### src/rtl/iguana_pkg.sv
// Shared types and pin constants for the iguana pad-side IO mux.
// Pin 0 is the USB-enable strap; USB pins start at pin 1.
package iguana_pkg;

   typedef enum logic [1:0] {
      IoMuxGpio,
      IoMuxToUsb,
      IoMuxUsb,
      IoMuxToGpio
   } io_mux_state_e;

   localparam int unsigned UsbSelPin  = 0;
   localparam int unsigned UsbPinBase = 1;

endpackage

### src/rtl/iguana_io_mux_debounce.sv
// Strap synchronizer plus stability counter.
// A new level is accepted after DebounceCycles consecutive mismatching cycles.
module iguana_io_mux_debounce #(
   parameter int unsigned SyncStages     = 2,
   parameter int unsigned DebounceCycles = 1024
) (
   input  logic clk_i,
   input  logic rst_ni,
   input  logic test_mode_i,
   input  logic pad_i,
   output logic deb_o
);

   localparam int unsigned CntW = $clog2(DebounceCycles + 1);
   localparam logic [CntW-1:0] CntLast = CntW'(DebounceCycles - 1);
   localparam logic [CntW-1:0] CntMax  = CntW'(DebounceCycles);

   logic [SyncStages-1:0] r_sync;
   logic [CntW-1:0]       r_cnt;
   logic                  r_deb;
   logic                  w_sel;
   logic                  w_diff;
   logic                  w_accept;

   assign w_sel    = r_sync[SyncStages-1];
   assign w_diff   = w_sel ^ r_deb;
   assign w_accept = w_diff & (test_mode_i | (r_cnt == CntLast));
   assign deb_o    = r_deb;

   always_ff @(posedge clk_i or negedge rst_ni) begin
      if (!rst_ni) begin
         r_sync <= '0;
      end else begin
         r_sync[0] <= pad_i;
         for (int i = 1; i < int'(SyncStages); i++) begin
            r_sync[i] <= r_sync[i-1];
         end
      end
   end

   // Any cycle without a mismatch restarts the stability count.
   always_ff @(posedge clk_i or negedge rst_ni) begin
      if (!rst_ni) begin
         r_cnt <= '0;
         r_deb <= 1'b0;
      end else if (w_accept) begin
         r_cnt <= '0;
         r_deb <= w_sel;
      end else if (w_diff) begin
         if (r_cnt != CntMax) begin
            r_cnt <= r_cnt + 1'b1;
         end
      end else begin
         r_cnt <= '0;
      end
   end

endmodule

### src/rtl/iguana_io_mux.sv
// Pad-side GPIO/USB mux with debounced strap and tristate guard on switch.
// Optional IGUANA_IO_MUX_OVERRIDE_EN adds a SoC register override of the strap.
module iguana_io_mux
   import iguana_pkg::*;
#(
   parameter int unsigned NumGpio        = 32,
   parameter int unsigned UsbNumPorts    = 2,
   parameter int unsigned SyncStages     = 2,
   parameter int unsigned DebounceCycles = 1024,
   parameter int unsigned GuardCycles    = 16
) (
   input  logic                   clk_i,
   input  logic                   rst_ni,
   input  logic                   test_mode_i,
   input  logic [NumGpio-1:0]     pad_gpio_i,
   output logic [NumGpio-1:0]     pad_gpio_o,
   output logic [NumGpio-1:0]     pad_gpio_en_o,
   output logic [NumGpio-1:0]     soc_gpio_i,
   input  logic [NumGpio-1:0]     soc_gpio_o,
   input  logic [NumGpio-1:0]     soc_gpio_en_o,
   output logic [UsbNumPorts-1:0] usb_dm_i,
   output logic [UsbNumPorts-1:0] usb_dp_i,
   input  logic [UsbNumPorts-1:0] usb_dm_o,
   input  logic [UsbNumPorts-1:0] usb_dp_o,
   input  logic [UsbNumPorts-1:0] usb_dm_oe_o,
   input  logic [UsbNumPorts-1:0] usb_dp_oe_o,
`ifdef IGUANA_IO_MUX_OVERRIDE_EN
   input  logic                   ovr_en_i,
   input  logic                   ovr_sel_i,
`endif
   output logic                   usb_mode_o
);

   localparam int unsigned GW = $clog2(GuardCycles + 1);
   localparam logic [GW-1:0] GLast = GW'(GuardCycles - 1);
   localparam logic [GW-1:0] GMax  = GW'(GuardCycles);

   io_mux_state_e r_state;
   io_mux_state_e w_state_d;
   logic [GW-1:0] r_gcnt;
   logic [GW-1:0] w_gcnt_d;
   logic          w_deb;
   logic          w_sel;
   logic          w_done;

   iguana_io_mux_debounce #(
      .SyncStages     (SyncStages),
      .DebounceCycles (DebounceCycles)
   ) u_debounce (
      .clk_i       (clk_i),
      .rst_ni      (rst_ni),
      .test_mode_i (test_mode_i),
      .pad_i       (pad_gpio_i[UsbSelPin]),
      .deb_o       (w_deb)
   );

`ifdef IGUANA_IO_MUX_OVERRIDE_EN
   assign w_sel = ovr_en_i ? ovr_sel_i : w_deb;
`else
   assign w_sel = w_deb;
`endif

   assign w_done     = test_mode_i | (r_gcnt == GLast);
   assign usb_mode_o = (r_state == IoMuxUsb);
   assign soc_gpio_i = pad_gpio_i;

   always_ff @(posedge clk_i or negedge rst_ni) begin
      if (!rst_ni) begin
         r_state <= IoMuxGpio;
         r_gcnt  <= '0;
      end else begin
         r_state <= w_state_d;
         r_gcnt  <= w_gcnt_d;
      end
   end

   // A select reversal inside a guard restarts the guard toward the new side.
   always_comb begin
      w_state_d = r_state;
      w_gcnt_d  = r_gcnt;
      unique case (r_state)
         IoMuxGpio: begin
            if (w_sel) begin
               w_state_d = IoMuxToUsb;
               w_gcnt_d  = '0;
            end
         end
         IoMuxToUsb: begin
            if (!w_sel) begin
               w_state_d = IoMuxToGpio;
               w_gcnt_d  = '0;
            end else if (w_done) begin
               w_state_d = IoMuxUsb;
               w_gcnt_d  = '0;
            end else if (r_gcnt != GMax) begin
               w_gcnt_d = r_gcnt + 1'b1;
            end
         end
         IoMuxUsb: begin
            if (!w_sel) begin
               w_state_d = IoMuxToGpio;
               w_gcnt_d  = '0;
            end
         end
         IoMuxToGpio: begin
            if (w_sel) begin
               w_state_d = IoMuxToUsb;
               w_gcnt_d  = '0;
            end else if (w_done) begin
               w_state_d = IoMuxGpio;
               w_gcnt_d  = '0;
            end else if (r_gcnt != GMax) begin
               w_gcnt_d = r_gcnt + 1'b1;
            end
         end
         default: begin
            w_state_d = IoMuxGpio;
            w_gcnt_d  = '0;
         end
      endcase
   end

   always_comb begin
      pad_gpio_o    = soc_gpio_o;
      pad_gpio_en_o = soc_gpio_en_o;
      usb_dm_i      = '0;
      usb_dp_i      = '1;
      unique case (r_state)
         IoMuxToUsb, IoMuxToGpio: begin
            for (int s = 0; s < int'(2 * UsbNumPorts); s++) begin
               pad_gpio_o[UsbPinBase+s]    = 1'b0;
               pad_gpio_en_o[UsbPinBase+s] = 1'b0;
            end
         end
         IoMuxUsb: begin
            for (int p = 0; p < int'(UsbNumPorts); p++) begin
               pad_gpio_o[UsbPinBase+2*p]      = usb_dm_o[p];
               pad_gpio_o[UsbPinBase+2*p+1]    = usb_dp_o[p];
               pad_gpio_en_o[UsbPinBase+2*p]   = usb_dm_oe_o[p];
               pad_gpio_en_o[UsbPinBase+2*p+1] = usb_dp_oe_o[p];
               usb_dm_i[p] = pad_gpio_i[UsbPinBase+2*p];
               usb_dp_i[p] = pad_gpio_i[UsbPinBase+2*p+1];
            end
         end
         default: begin
         end
      endcase
   end

endmodule

### config.mk
export PLATFORM = sky130hd
export DESIGN_NAME = iguana_io_mux
export DESIGN_NICKNAME = d
export VERILOG_FILES = /design/src/rtl/iguana_pkg.sv /design/src/rtl/iguana_io_mux_debounce.sv /design/src/rtl/iguana_io_mux.sv
export SDC_FILE = /design/constraint.sdc
export NUM_CORES = 1
export LEC_CHECK = 0
export CORE_MARGIN = 5
export CORE_UTILIZATION = 27
export DETAILED_ROUTE_END_ITERATION = 10
export PLACE_DENSITY = 0.78
export SETUP_SLACK_MARGIN = 0.02
export SLEW_MARGIN = 25
export SYNTH_ARGS = -nofsm -noshare
export SYNTH_HDL_FRONTEND = slang
export SYNTH_SLANG_ARGS = --single-unit
export TNS_END_PERCENT = 50
### constraint.sdc
create_clock -name clk_i -period 1.6 [get_ports clk_i]
set_input_delay 0.48 -clock clk_i [delete_from_list [all_inputs] [get_ports clk_i]]
set_output_delay 0.48 -clock clk_i [all_outputs]
set_load 0.01 [all_outputs]
# Word level (Yosys, flattened, before mapping)
# Index checks and enable logic that the tools add are counted.
totals:
  inputBits: 107
  reg_bits: 21
  out_inout_bits: 101
classes:
  n_eq_ne: 12
  bitwise_logic: 4
  addsub: 2
  mux: 21
  reduce_logical: 4
op_table:
  columns: ["op", "count"]
  rows:
  - ["2-to-1 mux 11 bit", 3]
  - ["2-to-1 mux 5 bit", 6]
  - ["case mux 5 bit (4 select lines)", 1]
  - ["2-to-1 mux 2 bit", 8]
  - ["case mux 4 bit (2 select lines)", 2]
  - ["adder 11 x 1 -> 11 bit (second input constant)", 1]
  - ["equality test 11 x 10 -> 1 bit (second input constant)", 1]
  - ["inequality test 11 bit (second input constant)", 1]
  - ["case mux 2 bit (4 select lines)", 1]
  - ["inequality test 3 bit (second input constant)", 2]
  - ["adder 5 x 1 -> 5 bit (second input constant)", 1]
  - ["equality test 5 x 4 -> 1 bit (second input constant)", 1]
  - ["inequality test 5 bit (second input constant)", 1]
  - ["equality test 2 bit (second input constant)", 2]
  - ["AND reduction 4 bit", 1]
  - ["inequality test 3 x 2 -> 1 bit (second input constant)", 1]
  - ["equality test 2 x 1 -> 1 bit (second input constant)", 1]
  - ["logical NOT 2 bit", 1]
  - ["inequality test 2 x 1 -> 1 bit (second input constant)", 1]
  - ["inequality test 2 bit (second input constant)", 1]
  - ["bitwise OR 1 bit", 2]
  - ["AND reduction 2 bit", 1]
  - ["OR reduction 2 bit", 1]
  - ["bitwise AND 1 bit", 1]
  - ["bitwise XOR 1 bit", 1]

# Longest topological paths before layout
# Gate-level depths: netlist of the first run.
depth:
  ltp_word: 5
  ltp_mapped: 7
  mapped_depth_nobuf: 7

# Cells and area by module
# Synthesis of the first run repeated with hierarchy kept, for this count alone.
hier_totals:
  cells_unflattened: 222
  area_unflattened_um2: 2011.9
by_module_without_submodules:
  columns: ["module", "cells_per_inst", "seq_area_each_um2", "n_inst", "area_per_inst_um2"]
  rows:
  - ["iguana_io_mux", 152, 175.2, 1, 1287.5]
  - ["iguana_io_mux_debounce", 70, 350.3, 1, 724.4]

# Least setup slack after synthesis of the first run
# Ideal clock, no wire load.
synth_timing:
  path_kind: "reg-to-output"
  from: "register r_state[0]"
  to: "output port pad_gpio_en_o[1]"
  path_slack_ns: -0.236
  path_buffers: 1
  stages_incl_launch_ff: 6
  arrival_ns: 1.356
  path_cell_list: "dfrtp_1 inv_1 ha_1 nor2b_1 clkbuf_1 a22o_1"
synth_via:
  elab_cells_between_ends: 5
synth_lines:
  columns: ["element", "line", "text"]
  rows:
  - ["start, declared", "iguana_io_mux.sv:38", "io_mux_state_e r_state;"]
  - ["start signal, assigned", "iguana_io_mux.sv:69", "r_state <= IoMuxGpio;"]
  - ["start signal, assigned", "iguana_io_mux.sv:72", "r_state <= w_state_d;"]
  - ["equality test 2 bit", null, null]
  - ["named net usb_mode_o", "iguana_io_mux.sv:31", "output logic usb_mode_o"]
  - ["case mux 4 bit (2 select lines)", "iguana_io_mux.sv:128", "unique case (r_state)"]
  - ["end, declared", "iguana_io_mux.sv:17", "output logic [NumGpio-1:0] pad_gpio_en_o,"]
# The timed path passes the listed nets, and every way through them passes these cells.

# Final worst setup path of the first run
layout_timing:
  from: "register r_state[1]"
  to: "output port pad_gpio_o[4]"
layout_via:
  elab_chain_len: 3
  elab_cells_between_ends: 5
layout_lines:
  columns: ["element", "line", "text"]
  rows:
  - ["equality test 2 bit or equality test 2 x 1 -> 1 bit (tied branches)", "iguana_io_mux.sv:128", null]
  - ["OR reduction 2 bit", "iguana_io_mux.sv:128", null]
  - ["case mux 4 bit (2 select lines) *", "iguana_io_mux.sv:128", null]
  - ["end, declared", "iguana_io_mux.sv:16", "output logic [NumGpio-1:0] pad_gpio_o,"]
# Every way passes the cells marked *; elsewhere a longest branch is shown, timed or not.

==> flow_metrics.env, run 1 <==
export IMPL_max_stage_delay_ns=0.41
export IMPL_p_per_area_nw_per_um2=1120
export IMPL_path_clk_slew_ns=0.08
export IMPL_finalHoldViolCount=0
export IMPL_r2r_start="r_state[0]$_DFFE_PN0P_"
export IMPL_pwr_share_comb_pct=64.4
export IMPL_die_y_um=97.3
export IMPL_swShare_pct=35.7
export IMPL_overflow=0
export IMPL_worstPathRequired_ns=1.12
export IMPL_floorplan_initialDensity_pct=28.1
export IMPL_violations="setup timing"
export IMPL_drtPass1Iterations=4
export IMPL_syn_area_per_cell_sq_um=9.07
export IMPL_fillers=716
export IMPL_clk_latency_ns=0.26
export IMPL_post_route_period_util_pct=123
export IMPL_p_int_w=0.00178
export IMPL_drv_max_cap_violation_count=0
export IMPL_setup_viol=23
export IMPL_final_nets=340
export IMPL_worstPathMaxFanout=6
export IMPL_crit_path_frequent_cell="buf_6"
export IMPL_setup_ws_ns=-0.373
export IMPL_cts_tree="done"
export IMPL_grt_pass1_wl_um=7560
export IMPL_antenna_cells=0
export IMPL_reg2reg_depth=8
export IMPL_status="finished with violations"
export IMPL_cts_root_buf="clkbuf_8"
export IMPL_power_frac_seq_pct=22.6
export IMPL_yosysWarnings=0
export IMPL_regToRegSetupSlack_ns=-0.21
export IMPL_ys_types=43
export IMPL_critPathCaptureType="output port"
export IMPL_clkSinkCount=21
export IMPL_io_buffers=41
export IMPL_cts_buffers=3
export IMPL_grt_pass1_vias=1560
export IMPL_core_sq_um=7330
export IMPL_critPathLaunchType="register"
export IMPL_path_cells="buf_6, ha_4, nor2b_4, buf_6, a22o_1, buf_2"
export IMPL_fin_area_sq_um=2460
export IMPL_syn_num_nets=344
export IMPL_worstPathArrival_ns=1.49
export IMPL_synth_top_area_share_pct=32.1
export IMPL_vias=1507
export IMPL_rows=31
export IMPL_stdcell_count=321
export IMPL_avgRoutedWirePerCell_um=14.9
export IMPL_hold_class="reg -> reg"
export IMPL_clock_path_buffers=2
export IMPL_antenna_found_initial=0
export IMPL_die_w_um=97.3
export IMPL_max_freq_mhz=507
export IMPL_rsz0062_at_grt="yes"
export IMPL_r2r_end="r_state[1]$_DFFE_PN0P_"
export IMPL_dpl_hpwl_um=3530
export IMPL_drt_iter0_drc=41
export IMPL_area_delta_synth_final_pct=19.5
export IMPL_vias_per_cell=4.69
export IMPL_netlist_instances=227
export IMPL_grt_usage_pct=9.42
export IMPL_period_minus_slack_ns=1.97
export IMPL_synth_ff_latch_count=21
export IMPL_ios=208
export IMPL_yosysTopAreaCell="buf_4"
export IMPL_ys_top_cells_by_area="buf_4 32%, dfrtp_1 26%, ha_1 6.1%"
export IMPL_hold_end="u_debounce.r_sync[1]$_DFF_PN0_"
export IMPL_dpl_cell_count=310
export IMPL_drive_above_1_share_pct=46.8
export IMPL_dpl_cell_area_sq_um=2200
export IMPL_routed_wl_um=4800
export IMPL_mappedNetlistArea_sq_um=2060
export IMPL_min_from="u_debounce.r_sync[0]$_DFF_PN0_"
export IMPL_ant_nets=0
export IMPL_slew_headroom_pct=72.9
export IMPL_grt_max_degree=22
export IMPL_power_net_switching_w=0.000983
export IMPL_dieArea_sq_um=9470
export IMPL_slew_viol_final=0
export IMPL_tightest_slew_ns=0.397
export IMPL_power_w=0.00276
export IMPL_gp_congestion=0.980
export IMPL_clock_power_share_pct=12.9
export IMPL_irDropWorstVdd_uv=393
export IMPL_fin_skew_ns=0.00276
export IMPL_setup_tns_ns=-5.15
export IMPL_hold_worst_slack_ns=0.356
export IMPL_leakage_nw=1.04
export IMPL_remaining_drc_errors=0
export IMPL_htree_levels=1
export IMPL_critPathKind="reg -> out"
export IMPL_whs_path_depth=0
export IMPL_crit_path_top_delay_cell="dfrtp_1"
export IMPL_ys_seq_area_share_pct=25.5
[cell usage after synthesis]
cell type and instances:
a21oi_1 1, and2_1 2, nand2_2 1, nor4_1 2
o22ai_1 3, o41ai_1 1, inv_1 16, or4_4 1
mux2_1 1, nand4bb_1 1, a2111oi_2 1, xor2_1 3
or3_1 3, nand2_1 6, nand3_1 5, o21ai_0 5
nor2_1 2, mux2i_1 2, nor4_4 1, nor4b_1 2
o211ai_1 1, ha_1 10, a2111oi_4 1, nand2b_1 4
a31oi_1 4, mux2_2 3, nor3b_1 1, nor3_1 5
nor4bb_1 1, or2_2 1, or4b_1 2, dfrtp_1 21
a211oi_1 5, buf_4 88, a22o_1 7, clkbuf_1 3
nand4_4 1, nand4_1 2, or4_1 1, a2111oi_0 1
nor2b_1 2, o311ai_1 1, o31ai_1 3
[area by class of cell]
class | instances | area (sq um) | area share [%]
inverter | 16 | 62.6 | 2.54
clock buffer | 3 | 41.3 | 1.68
clock inverter | 1 | 7.51 | 0.305
timing repair buffer | 82 | 702 | 28.5
multi-input combinational | 99 | 993 | 40.4
sequential | 21 | 531 | 21.6
tap | 99 | 124 | 5.03
[how the worst max path moves through the flow]
stage / depth (start not counted) / start / to / slack, ns
final: 6 / r_state[1]$_DFFE_PN0P_ / pad_gpio_o[4] / -0.37
after global placement: 4 / usb_dm_o[0] / pad_gpio_o[1] / -0.55
after floorplan: 4 / u_debounce.r_cnt[0]$_DFFE_PN0P_ / u_debounce.deb_o$_DFFE_PN0N_ / -0.06
after detailed placement: 5 / r_state[0]$_DFFE_PN0P_ / pad_gpio_en_o[1] / -0.57
after global routing: 7 / r_state[1]$_DFFE_PN0P_ / pad_gpio_en_o[1] / -0.44
after CTS: 6 / r_state[1]$_DFFE_PN0P_ / pad_gpio_en_o[1] / -0.36
[cell usage in the layout, fill, tap and decap left out, types with 3 or more instances in the layout]
cell type and instances:
nand3_1 4, nand2_1 5, buf_4 29, inv_1 14, dfrtp_1 17, clkdlybuf4s50_1 19, mux2_4 3, a22o_1 7
ha_4 3, nand2b_1 4, clkbuf_8 3, o21ai_0 3, dfrtp_2 4, buf_2 15, a211oi_1 4, xor2_1 3
or3_1 3, nor3_1 4, buf_6 15, ha_1 6, dlymetal6s2s_1 4
[power groups by stage]
stage	logic [W]	clock network (W)	registers, W
3_3_place_gp	0.00128	0	0.000629
3_5_place_dp	0.00132	0	0.000632
4_1_cts	0.00151	0.000370	0.000621
5_1_grt	0.00191	0.000390	0.000630
2_1_floorplan	0.000845	0	0.000645
6_report	0.00178	0.000357	0.000624
[per-layer routing]
metal  up-vias  track usage [%]  share of wire [%]
li1        690                -                  -
met1       721             9.17                 38
met2        58             16.8                 49
met3        38             2.15                6.8
met4         0             7.88                6.4
met5         -                0                  0
[critical path: cells and delay by family, from the launching register on]
family | cells | cell delay [ns]
AOI/OAI and AO/OA | 1 | 0.18
buffers and inverters | 3 | 0.39
adders and majority gates | 1 | 0.15
DFF | 1 | 0.41
and+or+nand+nor | 1 | 0.13
[metrics by stage]
step | util (%) | setup WS (ns)
finish | 33.6 | -0.373
global route | 33.6 | -0.436
CTS | 31.8 | -0.365
detailed placement | 30.0 | -0.575
global placement | 30.0 | -0.549
floorplan | - | -0.0584
[sequential cells by signal, summed over array words and instances (netlist names)]
register	count
u_debounce.r_cnt	11
r_gcnt	5
r_state	2
u_debounce.r_sync	2
u_debounce.deb_o	1
[logic make-up (layout without fill, tap and decap cells)]
family	after synthesis	count (layout)	synth area share [%]
fa+ha+maj	10	10	6.08
buf+inv	107	102	35.5
xor+xnor	3	3	1.28
compound gates	34	34	13.2
mux	6	6	3.16
flops	21	21	25.5
simple gates	46	46	15.2
[what timing repair did]
action                                  in CTS  in global routing
setup buffers                                3                  3
endpoints found under the setup margin      33                 35
gates resized for setup                    103                 28
pin swaps                                    5                  2
hold buffers                                 0                  0
gates cloned                                 0                  1
(Power assumes the default switching activity.)
==> run 2, diff against run 1 <==
GPL_ROUTABILITY_DRIVEN = 0   (was default)
SETUP_SLACK_MARGIN = default   (was 0.02)
==> run 2 against run 1 <==
  * The flow still finishes with violations (setup timing)
  * Fmax about the same
  * Non-clock buffer count unchanged
  * Die area unchanged
  * Core utilization shrank 0.15 points
  * Wire length fell by 1.3%
  * Critical path depth did not move
  * Register-to-register slack barely moved
  * Sequential share of layout area is 0.099 points higher
  * Via count is 0.60% higher
  * Critical endpoint unchanged
  * Largest cell class unchanged
==> flow_metrics.env, run 2 (synthesis results as in run 1) <==
export IMPL_irDropWorstVdd_uv=392
export IMPL_clkSinkCount=21
export IMPL_cts_tree="done"
export IMPL_grt_max_degree=22
export IMPL_grt_usage_pct=9.35
export IMPL_floorplan_initialDensity_pct=28.1
export IMPL_routed_wl_um=4730
export IMPL_die_y_um=97.3
export IMPL_clk_latency_ns=0.26
export IMPL_dpl_hpwl_um=3530
export IMPL_min_from="u_debounce.r_sync[0]$_DFF_PN0_"
export IMPL_core_sq_um=7330
export IMPL_regMostFlops="u_debounce.r_cnt"
export IMPL_r2r_start="r_state[0]$_DFFE_PN0P_"
export IMPL_leakage_nw=1.02
export IMPL_die_w_um=97.3
export IMPL_path_clk_slew_ns=0.08
export IMPL_status="finished with violations"
export IMPL_rows=31
export IMPL_grt_pass1_wl_um=7490
export IMPL_vias_per_cell=4.72
export IMPL_post_route_period_util_pct=123
export IMPL_io_buffers=41
export IMPL_globalRouteMet3Util_pct=2.15
export IMPL_critPathLaunchType="register"
export IMPL_worstPathRequired_ns=1.12
export IMPL_antenna_found_initial=0
export IMPL_area_delta_synth_final_pct=19.0
export IMPL_remaining_drc_errors=0
export IMPL_critPathCaptureType="output port"
export IMPL_hold_class="reg -> reg"
export IMPL_final_common_cell="buf_4"
export IMPL_final_nets=340
export IMPL_drv_max_cap_violation_count=0
export IMPL_rsz0062_at_grt="yes"
export IMPL_max_freq_mhz=507
export IMPL_slew_headroom_pct=71.8
export IMPL_cts_root_buf="clkbuf_8"
export IMPL_hold_worst_slack_ns=0.356
export IMPL_finalHoldViolCount=0
export IMPL_vias=1516
export IMPL_avgRoutedWirePerCell_um=14.7
export IMPL_grtUsageMet1_pct=9.13
export IMPL_period_minus_slack_ns=1.97
export IMPL_reg_top3="u_debounce.r_cnt: 11 flops, r_gcnt: 5 flops"
export IMPL_busiest_layer="met2"
export IMPL_multi_input_area_sq_um=987
export IMPL_grt_pass1_vias=1539
export IMPL_whs_path_depth=0
export IMPL_seqCellArea_sq_um=531
export IMPL_critPathKind="reg -> out"
export IMPL_layout_common_cells="29 x buf_4, 21 x clkdlybuf4s50_1, 17 x dfrtp_1"
export IMPL_worstPathMaxFanout=6
export IMPL_worstPathArrival_ns=1.49
export IMPL_fin_util_pct=33.4
export IMPL_slew_viol_final=0
export IMPL_violations="setup timing"
export IMPL_clock_path_buffers=2
export IMPL_drive_above_1_share_pct=46.4
export IMPL_antenna_cells=0
export IMPL_ant_nets=0
export IMPL_overflow=0
export IMPL_dieArea_sq_um=9470
export IMPL_regToRegSetupSlack_ns=-0.21
export IMPL_fillers=720
export IMPL_reg2reg_depth=8
export IMPL_cts_hold_buf=0
export IMPL_drtPass1Iterations=4
export IMPL_setup_ws_ns=-0.373
export IMPL_setup_viol=22
export IMPL_tightest_slew_ns=0.412
export IMPL_grt_use_met2_pct=16.7
export IMPL_fin_skew_ns=0.00218
export IMPL_largest_reg_flops=11
export IMPL_cts_buffers=3
export IMPL_drt_iter0_drc=47
export IMPL_hold_end="u_debounce.r_sync[1]$_DFF_PN0_"
export IMPL_ios=208
export IMPL_p_per_area_nw_per_um2=1120
export IMPL_htree_levels=1
export IMPL_r2r_end="r_state[1]$_DFFE_PN0P_"
-- run 2: changes by cell type in the layout (fill, tap and decap cells not counted), sizes merged --
cell           previous run  this run
clkdlybuf4s50            19        21
dlymetal6s2s              4         2
-- run 2: metrics by stage --
stage | setup TNS (ns) | std cells | total power, W | cell area, sq um | setup WS (ns)
4_1_cts | -4.13 | 317 | 0.00250 | 2320 | -0.365
3_3_place_gp | -9.14 | 310 | 0.00191 | 2200 | -0.549
5_1_grt | -6.61 | 321 | 0.00293 | 2450 | -0.436
3_5_place_dp | -9.88 | 310 | 0.00196 | 2200 | -0.575
2_1_floorplan | -0.142 | 227 | 0.00149 | 2080 | -0.0584
6_report | -5.10 | 321 | 0.00275 | 2450 | -0.373
-- run 2: power by group --
part	leakage (nW)	internal (W)	switching [W]	total [W]
Clock	0.0217	0.000176	0.000181	0.000356
Sequential	0.273	0.000585	0.0000398	0.000625
Combinational	0.721	0.00102	0.000759	0.00177
-- run 2: area by class of cell --
type / instances / area share, %
multi-input combinational: 99 / 40.3
inverter: 16 / 2.55
sequential: 21 / 21.7
clock inverter: 1 / 0.306
timing repair buffer: 82 / 28.4
tap: 99 / 5.06
clock buffer: 3 / 1.69
-- run 2: worst max-delay path by stage --
stage / from / to / slack (ns) / depth (start not counted)
2_1_floorplan: u_debounce.r_cnt[0]$_DFFE_PN0P_ / u_debounce.deb_o$_DFFE_PN0N_ / -0.06 / 4
3_3_place_gp: usb_dm_o[0] / pad_gpio_o[1] / -0.55 / 4
5_1_grt: r_state[1]$_DFFE_PN0P_ / pad_gpio_en_o[1] / -0.44 / 7
4_1_cts: r_state[1]$_DFFE_PN0P_ / pad_gpio_en_o[1] / -0.36 / 6
3_5_place_dp: r_state[0]$_DFFE_PN0P_ / pad_gpio_en_o[1] / -0.57 / 5
6_report: r_state[1]$_DFFE_PN0P_ / pad_gpio_o[4] / -0.37 / 6
-- run 2: layer usage --
layer	part of all wire (%)	wire, um
met5	0	0
met4	6.5	308
met3	7.2	340
met2	49	2340
met1	37	1740
-- run 2: repair_timing --
item	4_1_cts	5_1_grt
setup buffers	3	3
pin swaps	4	3
gates cloned	0	1
resized for setup	100	28
setup endpoints to repair	31	32
-- run 2: critical path, cell delays in order (launching register included) --
cell	delay, ns
dfrtp_1	0.41
buf_6	0.13
ha_4	0.15
nor2b_4	0.13
buf_6	0.12
a22o_1	0.18
buf_2	0.14
